--- src/rtl/rv_pkg.sv ---
// Shared core constants for the TIMER opcode path, plus the timer enable-state type.
package rv_pkg;

    localparam logic [6:0] OPC_TIMER   = 7'b0100101;

    localparam logic [2:0] TIM_EN      = 3'b000;
    localparam logic [2:0] TIM_PSC_I   = 3'b001;
    localparam logic [2:0] TIM_ARR_I   = 3'b010;
    localparam logic [2:0] TIM_PSC_REG = 3'b100;
    localparam logic [2:0] TIM_ARR_REG = 3'b101;
    localparam logic [2:0] TIM_DIS     = 3'b111;

    localparam logic [5:0] ALU_TIM_PSC = 6'b100001;
    localparam logic [5:0] ALU_TIM_ARR = 6'b100010;

    typedef enum logic {
        ST_STOP = 1'b0,
        ST_RUN  = 1'b1
    } tim_state_t;

    function automatic logic is_psc_write(input logic [2:0] funct3);
        return (funct3 == TIM_PSC_I) || (funct3 == TIM_PSC_REG);
    endfunction

    function automatic logic is_arr_write(input logic [2:0] funct3);
        return (funct3 == TIM_ARR_I) || (funct3 == TIM_ARR_REG);
    endfunction

endpackage

--- src/rtl/timer_unit_if.sv ---
// Command and status bundle between the control unit and the timer peripheral.
interface timer_unit_if #(
    parameter int WIDTH = 16,
    parameter int IMM_W = 12
);
    logic             cmd_valid;
    logic [2:0]       cmd_funct3;
    logic             timer_read_reg;
    logic [31:0]      rs1_data;
    logic [IMM_W-1:0] imm;
    logic             uif_clr;

    logic [WIDTH-1:0] cnt_o;
    logic [WIDTH-1:0] psc_o;
    logic [WIDTH-1:0] arr_o;
    logic             running_o;
    logic             uif_o;
    logic             irq_o;

    modport master (
        output cmd_valid, cmd_funct3, timer_read_reg, rs1_data, imm, uif_clr,
        input  cnt_o, psc_o, arr_o, running_o, uif_o, irq_o
    );

    modport slave (
        input  cmd_valid, cmd_funct3, timer_read_reg, rs1_data, imm, uif_clr,
        output cnt_o, psc_o, arr_o, running_o, uif_o, irq_o
    );
endinterface

--- src/rtl/timer_unit_prescaler.sv ---
// Prescaler counter: emits a tick on the cycle psc_cnt reaches the active PSC value.
module tim_prescaler #(
    parameter int WIDTH = 16
) (
    input  logic             clk,
    input  logic             reset,
    input  logic             run,
    input  logic             clr,
    input  logic [WIDTH-1:0] psc,
    output logic             tick,
    output logic [WIDTH-1:0] psc_cnt
);
    localparam logic [WIDTH-1:0] ONE = WIDTH'(1);

    assign tick = run && (psc_cnt == psc);

    always_ff @(posedge clk or negedge reset) begin
        if (!reset) begin
            psc_cnt <= '0;
        end else if (clr || tick) begin
            psc_cnt <= '0;
        end else if (run) begin
            psc_cnt <= psc_cnt + ONE;
        end
    end
endmodule

--- src/rtl/timer_unit.sv ---
// Prescaled auto-reload timer driven by TIMER-opcode commands from the control unit.
//   state   | meaning
//   ST_STOP | counters hold; PSC/ARR writes land in preload and active together
//   ST_RUN  | counting; PSC/ARR writes land in preload, copied on update event
module timer_unit
    import rv_pkg::*;
#(
    parameter int WIDTH = 16,
    parameter int IMM_W = 12
) (
    input  logic        clk,
    input  logic        reset,
    timer_unit_if.slave bus
);
    localparam logic [WIDTH-1:0] ONE = WIDTH'(1);

    tim_state_t       state, state_nxt;
    logic             running;
    logic             is_en, is_dis, wr_psc, wr_arr;
    logic             counting, tick, upd;
    logic [WIDTH-1:0] operand;
    logic [WIDTH-1:0] psc_cnt, cnt;
    logic [WIDTH-1:0] psc_act, psc_pre, arr_act, arr_pre;
    logic             uif, irq;
    logic             unused_rs1_hi;

    assign unused_rs1_hi = &{1'b0, bus.rs1_data[31:WIDTH]};

    assign is_en   = bus.cmd_valid && (bus.cmd_funct3 == TIM_EN);
    assign is_dis  = bus.cmd_valid && (bus.cmd_funct3 == TIM_DIS);
    assign wr_psc  = bus.cmd_valid && is_psc_write(bus.cmd_funct3);
    assign wr_arr  = bus.cmd_valid && is_arr_write(bus.cmd_funct3);
    assign operand = bus.timer_read_reg ? bus.rs1_data[WIDTH-1:0]
                                        : {{(WIDTH-IMM_W){1'b0}}, bus.imm};

    always_ff @(posedge clk or negedge reset) begin
        if (!reset) state <= ST_STOP;
        else        state <= state_nxt;
    end

    always_comb begin
        state_nxt = state;
        running   = (state == ST_RUN);
        if (is_en)  state_nxt = ST_RUN;
        if (is_dis) state_nxt = ST_STOP;
    end

    // DIS freezes the counters in its own cycle so cnt_o holds the value seen when it was issued.
    assign counting = running && !is_dis;
    assign upd      = tick && (cnt == arr_act);

    tim_prescaler #(.WIDTH(WIDTH)) u_psc (
        .clk     (clk),
        .reset   (reset),
        .run     (counting),
        .clr     (wr_psc && !running),
        .psc     (psc_act),
        .tick    (tick),
        .psc_cnt (psc_cnt)
    );

    always_ff @(posedge clk or negedge reset) begin
        if (!reset) begin
            cnt     <= '0;
            psc_act <= '0;
            psc_pre <= '0;
            arr_act <= '0;
            arr_pre <= '0;
            uif     <= 1'b0;
            irq     <= 1'b0;
        end else begin
            if (upd)       cnt <= '0;
            else if (tick) cnt <= cnt + ONE;

            if (wr_psc)                    psc_pre <= operand;
            if (wr_psc && (!running || upd)) psc_act <= operand;
            else if (upd)                  psc_act <= psc_pre;

            if (wr_arr)                    arr_pre <= operand;
            if (wr_arr && (!running || upd)) arr_act <= operand;
            else if (upd)                  arr_act <= arr_pre;

            irq <= upd;
            uif <= upd || (uif && !bus.uif_clr);
        end
    end

    assign bus.cnt_o     = cnt;
    assign bus.psc_o     = psc_act;
    assign bus.arr_o     = arr_act;
    assign bus.running_o = running;
    assign bus.uif_o     = uif;
    assign bus.irq_o     = irq;
endmodule

--- src/flat_wrapper.sv ---
// flat-port wrapper written by rule: the top's interface ports become plain ports
module timer_unit_flat import rv_pkg::*;
#(
    parameter int WIDTH = 16,
    parameter int IMM_W = 12
)
  (clk, reset, bus_cmd_valid, bus_cmd_funct3, bus_timer_read_reg, bus_rs1_data, bus_imm, bus_uif_clr, bus_cnt_o, bus_psc_o, bus_arr_o, bus_running_o, bus_uif_o, bus_irq_o);
  timer_unit_if #(.WIDTH(WIDTH), .IMM_W(IMM_W)) bus_i ();
  input  logic clk;
  input  logic reset;
  input wire logic [$bits(bus_i.cmd_valid)-1:0] bus_cmd_valid;
  input wire logic [$bits(bus_i.cmd_funct3)-1:0] bus_cmd_funct3;
  input wire logic [$bits(bus_i.timer_read_reg)-1:0] bus_timer_read_reg;
  input wire logic [$bits(bus_i.rs1_data)-1:0] bus_rs1_data;
  input wire logic [$bits(bus_i.imm)-1:0] bus_imm;
  input wire logic [$bits(bus_i.uif_clr)-1:0] bus_uif_clr;
  output wire logic [$bits(bus_i.cnt_o)-1:0] bus_cnt_o;
  output wire logic [$bits(bus_i.psc_o)-1:0] bus_psc_o;
  output wire logic [$bits(bus_i.arr_o)-1:0] bus_arr_o;
  output wire logic [$bits(bus_i.running_o)-1:0] bus_running_o;
  output wire logic [$bits(bus_i.uif_o)-1:0] bus_uif_o;
  output wire logic [$bits(bus_i.irq_o)-1:0] bus_irq_o;
  assign bus_i.cmd_valid = bus_cmd_valid;
  assign bus_i.cmd_funct3 = bus_cmd_funct3;
  assign bus_i.timer_read_reg = bus_timer_read_reg;
  assign bus_i.rs1_data = bus_rs1_data;
  assign bus_i.imm = bus_imm;
  assign bus_i.uif_clr = bus_uif_clr;
  assign bus_cnt_o = bus_i.cnt_o;
  assign bus_psc_o = bus_i.psc_o;
  assign bus_arr_o = bus_i.arr_o;
  assign bus_running_o = bus_i.running_o;
  assign bus_uif_o = bus_i.uif_o;
  assign bus_irq_o = bus_i.irq_o;
  timer_unit #(.WIDTH(WIDTH), .IMM_W(IMM_W)) u_core (.clk(clk), .reset(reset), .bus(bus_i));
endmodule
--- config.mk ---
export PLATFORM = sky130hd
export DESIGN_NAME = timer_unit_flat
export DESIGN_NICKNAME = d
export VERILOG_FILES = /design/src/rtl/rv_pkg.sv /design/src/rtl/timer_unit_if.sv /design/src/rtl/timer_unit_prescaler.sv /design/src/rtl/timer_unit.sv /design/src/flat_wrapper.sv
export SDC_FILE = /design/constraint.sdc
export NUM_CORES = 1
export LEC_CHECK = 0
export CORE_UTILIZATION = 45
export DETAILED_ROUTE_END_ITERATION = 10
export PLACE_DENSITY = 0.72
export SYNTH_ARGS = -nofsm -noshare
export SYNTH_HDL_FRONTEND = slang
export SYNTH_SLANG_ARGS = --single-unit
--- constraint.sdc ---
create_clock -name clk -period 4.1 [get_ports clk]
set_input_delay 0.615 -clock clk [delete_from_list [all_inputs] [get_ports clk]]
set_output_delay 0.615 -clock clk [all_outputs]
set_load 0.02 [all_outputs]
**After elaboration in Yosys (flattened, before gate mapping)**

Index checks and enable logic that the tools add are counted.

- Logic and storage cells: 54
- Flip-flop bits (word level): 99
- Bits of input ports: 52
- Output and inout port bits: 51

- Reductions and logical operators: 25
- Eq/ne operators: 7
- Muxes and demuxes: 11
- Add/sub/neg operators: 2

Operators with widths:

| kind | count |
|---|---|
| $mux 16 | 9 |
| $add 16x1->16 const B | 2 |
| $eq 16x16->1 | 2 |
| $logic_and 1x1->1 | 11 |
| $reduce_bool 2->1 | 5 |
| $eq 3x3->1 const B | 3 |
| $logic_or 1x1->1 | 5 |
| $eq 3x1->1 const B | 1 |
| $eq 3x2->1 const B | 1 |
| $logic_not 1->1 | 3 |
| $logic_not 3->1 | 1 |
| $mux 1 | 2 |

**Depth between registers and ports, before layout**

- Depth after elaboration: 9
- Mapped depth: 7
- Gate-level depth less buffers: 6

**By module**

Synthesis repeated with hierarchy kept, for this count alone.

- Cells, all modules: 474
- Area total of the unflattened synthesis: 4853.4 um^2

Modules (own cells, without submodules):

| module | seq. area each (um^2) | cells each | area an instance (um^2) | times used |
|---|---|---|---|---|
| timer_unit | 2077.0 | 372 | 3867.5 | 1 |
| tim_prescaler | 400.4 | 102 | 985.9 | 1 |

**Least setup slack after synthesis**

No wires, ideal clock.

- Path type: input-to-reg
- Start: input bus_cmd_funct3[0]
- End: register u_core.arr_act[10] (netlist: u_core.bus.arr_o[10])
- Setup slack: 1.951 ns
- Data arrival time: 2.026 ns
- Required time: 3.977 ns
- Library setup time: 0.123 ns
- Buffers on the path: 1
- Cell stages on the path: 6
- Cell sequence: nand4_4 -> nand2_4 -> nor4_4 -> nand3_2 -> buf_2 -> o221a_2

- Word-level cells in the longest chain between the ends: 9

RTL lines:

| item | line | source |
|---|---|---|
| start: declaration | flat_wrapper.sv:12 | `input wire logic [$bits(bus_i.cmd_funct3)-1:0] bus_cmd_funct3;` |
| $eq 3x3->1 | timer_unit.sv:30 | `assign is_dis = bus.cmd_valid && (bus.cmd_funct3 == TIM_DIS);` |
| $logic_and 1x1->1 | timer_unit.sv:30 |  |
| $logic_not 1->1 | timer_unit.sv:49 | `assign counting = running && !is_dis;` |
| $logic_and 1x1->1 | timer_unit.sv:49 |  |
| $logic_and 1x1->1 | timer_unit_prescaler.sv:15 | `assign tick = run && (psc_cnt == psc);` |
| $logic_and 1x1->1 | timer_unit.sv:50 | `assign upd = tick && (cnt == arr_act);` |
| $logic_or 1x1->1 | timer_unit.sv:80 | `if (wr_arr && (!running \|\| upd)) arr_act <= operand;` |
| $logic_and 1x1->1 | timer_unit.sv:80 |  |
| $mux 16 / $reduce_bool 2->1 (equally long branches) | n/a |  |
| end signal: assignment | timer_unit.sv:80 |  |
| end signal: assignment | timer_unit.sv:81 | `else if (upd) arr_act <= arr_pre;` |
| end: declaration | timer_unit.sv:23 | `logic [WIDTH-1:0] psc_act, psc_pre, arr_act, arr_pre;` |

Parallel ways exist; a longest one is shown, timed or not.
A chain may end at the register's enable or synchronous reset.

**Final worst setup path**

- Start: input bus_cmd_funct3[0]
- End: register u_core.arr_act[2] (netlist: u_core.bus.arr_o[2])

Same word-level chain as after synthesis.

==> impl_results.md <==
* Outcome: complete, no violations
* Kind of critical path: in2reg
* Tmin final at around 2800 ps
* Num rows at 37
* Highest clock rate at ~360 MHz
* Number of flops mapped to enable cells by yosys at 0
* Worst Tran Pin Value at 940 ps
* Switching power total at ~1100 uW
* Port buffer count at 86
* Slew headroom at 36.5%
* Vias in the first global route at 3908
* CTS tree: done
* Slew Viols, Final at 0
* Critical path required time at ~4400 ps
* Placed cell area at roughly 5800 sq um
* Post-layout nets at 599
* CP Data Arrival Time at roughly 3000 ps
* Largest net degree at the start of global routing at 56
* Clk sinks at about 100
* Clock power frac at a little over a fifth
* Pwr per Cell Area at 510 nW/um^2
* Startpoint Class: input port
* Worst-path fanout max at 18
* Vias post-DR at 3839
* Yosys warning count at 0
* Clock Path Buffers at 2
* Antenna Nets Post-Route at 0
* DR WL/cell at 16.9 um
* First-pass GRT wire length at 19.8 mm
* Vias/cell at 5.60
* Drt pass-1 iters at 4
* Synth Flop Type: dfrtp_1
* Syn_area_per_cell at 10.5 sq um
* Iter 0 DRT Violations at 134
* Antenna diode count at 0
* Synth top area share at 51.0%
* Crit share post-route at 67.8%
* Finished Cell Area at slightly above 6000 sq um
* Synth async-reset ratio at 100%
* Post-CTS Setup Bufs at 0
* Max cap viols at 0
* Slowest cell on the critical path: nor4_4
* Delay of the slowest critical-path stage at 690 ps
* HPWL after detailed placement at between 8 and 9 mm
* Critical R2R Launch: u_core.bus.cnt_o[2]$_DFFE_PN0P_
* Total Wirelength at ~12 mm
* Crit end category: flop
* Yosys top cell by area: dfrtp_1
* Die H at 106 um
* Comb pwr share at 33.1%
* Layout cells sized above 1 at 11.5%
* Antenna violations before repair at 0
* Clock Latency Late Sink at 370 ps
* Total track usage at 22.7%
* Core ar. at 10400 sq um
* H-tree levels at 3
* CP Cell Sequence: clkdlybuf4s50_1, nand4_4, nand2_4, nor4_4, nand3_2, o221a_2
* P_int at 2000 uW
* Mapped Nets at roughly 520
* Routability cong. at 0.830
* Most common cell in the netlist: dfrtp_1
* Yosys reg bits at just under 100
* Root Buffer: clkbuf_8
* Switching Share at 35.1%
* LEAKAGE at 0.00266 uW
* Top cells by count, synth: dfrtp_1, nand2_1, o21ai_0
* Total power draw at 3080 uW
* Hold buffer count at cts at 0
* Skew final at between 10 and 15 ps
* TNS Setup at 0 ps
* Die X at 106 um
* Initial core utilization at a little under half
* Area of the mapped netlist at approximately 4900 sq um
* Sequential area share after synthesis at 51.0%
* Netlist cell types at 47
* I/O pin count at approximately 100
* CP startpoint: bus_cmd_funct3[0]
* Die ar. at 11200 sq um
* Area growth syn-to-layout at 24.5%
* Post_cts resized at 0
* Clock transition at the registers of the reported paths at around 100 ps
* Post-synthesis cell count at 463
* RSZ-0062 raised after global routing: no
* Final setup viols at 0
* Drt drc at 0
* Grt ovf at 0
* HP Class: in2async
* Final hold vios at 0
* TritonCTS Buffers at 9
* Sequential Power Share at 45.1%
* Peak VDD IR at roughly 280 uV
* Synth top area cells: dfrtp_1, xor2_1, nand2_1, o21ai_0, o221a_2
area by class of cell:
class	instances	area [sq um]
fillers	907	4330
flip-flops and latches	99	2480
multi-input cells	329	2220
repair buffers	93	911
well taps	136	170
clock buffers	13	169
inverters	13	48.8
clock inverters	3	45.0
final timing paths:
path                                                    end  slack, ps  cells after the start
setup / recovery            u_core.bus.arr_o[2]$_DFFE_PN0P_       1320                      6
hold / removal             u_core.bus.arr_o[10]$_DFFE_PN0P_        320                      2
setup reg to reg            u_core.bus.arr_o[2]$_DFFE_PN0P_       1510                      5
hold reg to reg               u_core.psc_pre[7]$_DFFE_PN0N_        500                      2
max in group asynchronous    u_core.arr_pre[12]$_DFFE_PN0P_       3260                      2
min in group clk              u_core.psc_pre[7]$_DFFE_PN0N_        500                      2
critical path, delay by kind of cell:
family	cells	cell delay [ps]
buffers and inverters	1	530
and+or+nand+nor	4	1450
AOI/OAI and AO/OA	1	430
layout by cell type, fill, tap and decap left out, types with 5 or more instances in the layout:
cell type,n
dfrtp_1,99
clkdlybuf4s50_1,85
nand2_1,65
o21ai_0,37
xor2_1,32
nor2_1,23
nand3_1,19
xnor2_1,16
o221a_2,16
mux2i_1,15
mux2_2,14
inv_1,13
clkbuf_8,12
nand4_1,11
buf_4,8
nor4_1,7
and3_1,7
o22ai_1,6
a21oi_1,6
nor3_1,5
a211oi_1,5
power by group through the flow:
stage          Sequential (uW)  Combinational (uW)  Clock (uW)
3_3_place_gp              1400                 998           0
3_5_place_dp              1410                1020           0
5_1_grt                   1420                1110         724
4_1_cts                   1390                1030         682
2_1_floorplan             1480                 500           0
6_report                  1390                1020         672
state kept, by name, summed over array words and instances, names as in the netlist:
register / cells
u_core.bus.cnt_o: 16
u_core.u_psc.psc_cnt: 16
u_core.bus.running_o: 1
u_core.bus.uif_o: 1
u_core.bus.irq_o: 1
u_core.arr_pre: 16
u_core.bus.arr_o: 16
u_core.bus.psc_o: 16
u_core.psc_pre: 16
cells by family (layout without fill, tap and decap cells):
family	Yosys count	in the layout	synth area share, %
compound gates	87	87	12.9
xor+xnor	48	48	8.66
fa+ha+maj	2	2	0.515
buf+inv	35	122	3.25
flops	99	99	51.0
mux	29	29	6.34
simple gates	163	163	17.3
per-stage QoR:
| step | util, % | worst slack (ps) | hold WS, ps | instances |
|---|---|---|---|---|
| 2_1_floorplan | - | 1950 | 319 | 463 |
| 3_3_place_gp | 56.2 | 962 | 470 | 670 |
| 3_5_place_dp | 56.2 | 960 | 479 | 670 |
| 4_1_cts | 58.3 | 1350 | 334 | 686 |
| 5_1_grt | 58.3 | 1190 | 364 | 686 |
| 6_report | 58.3 | 1320 | 321 | 686 |
metal layers:
| metal | share of wire [%] | GRT usage, % |
|---|---|---|
| met1 | 45 | 29.9 |
| met2 | 49 | 38.2 |
| met3 | 4.5 | 3.46 |
| met4 | 1.6 | 7.44 |
| met5 | 0 | 0 |
Power figures use the tool's default switching activity.
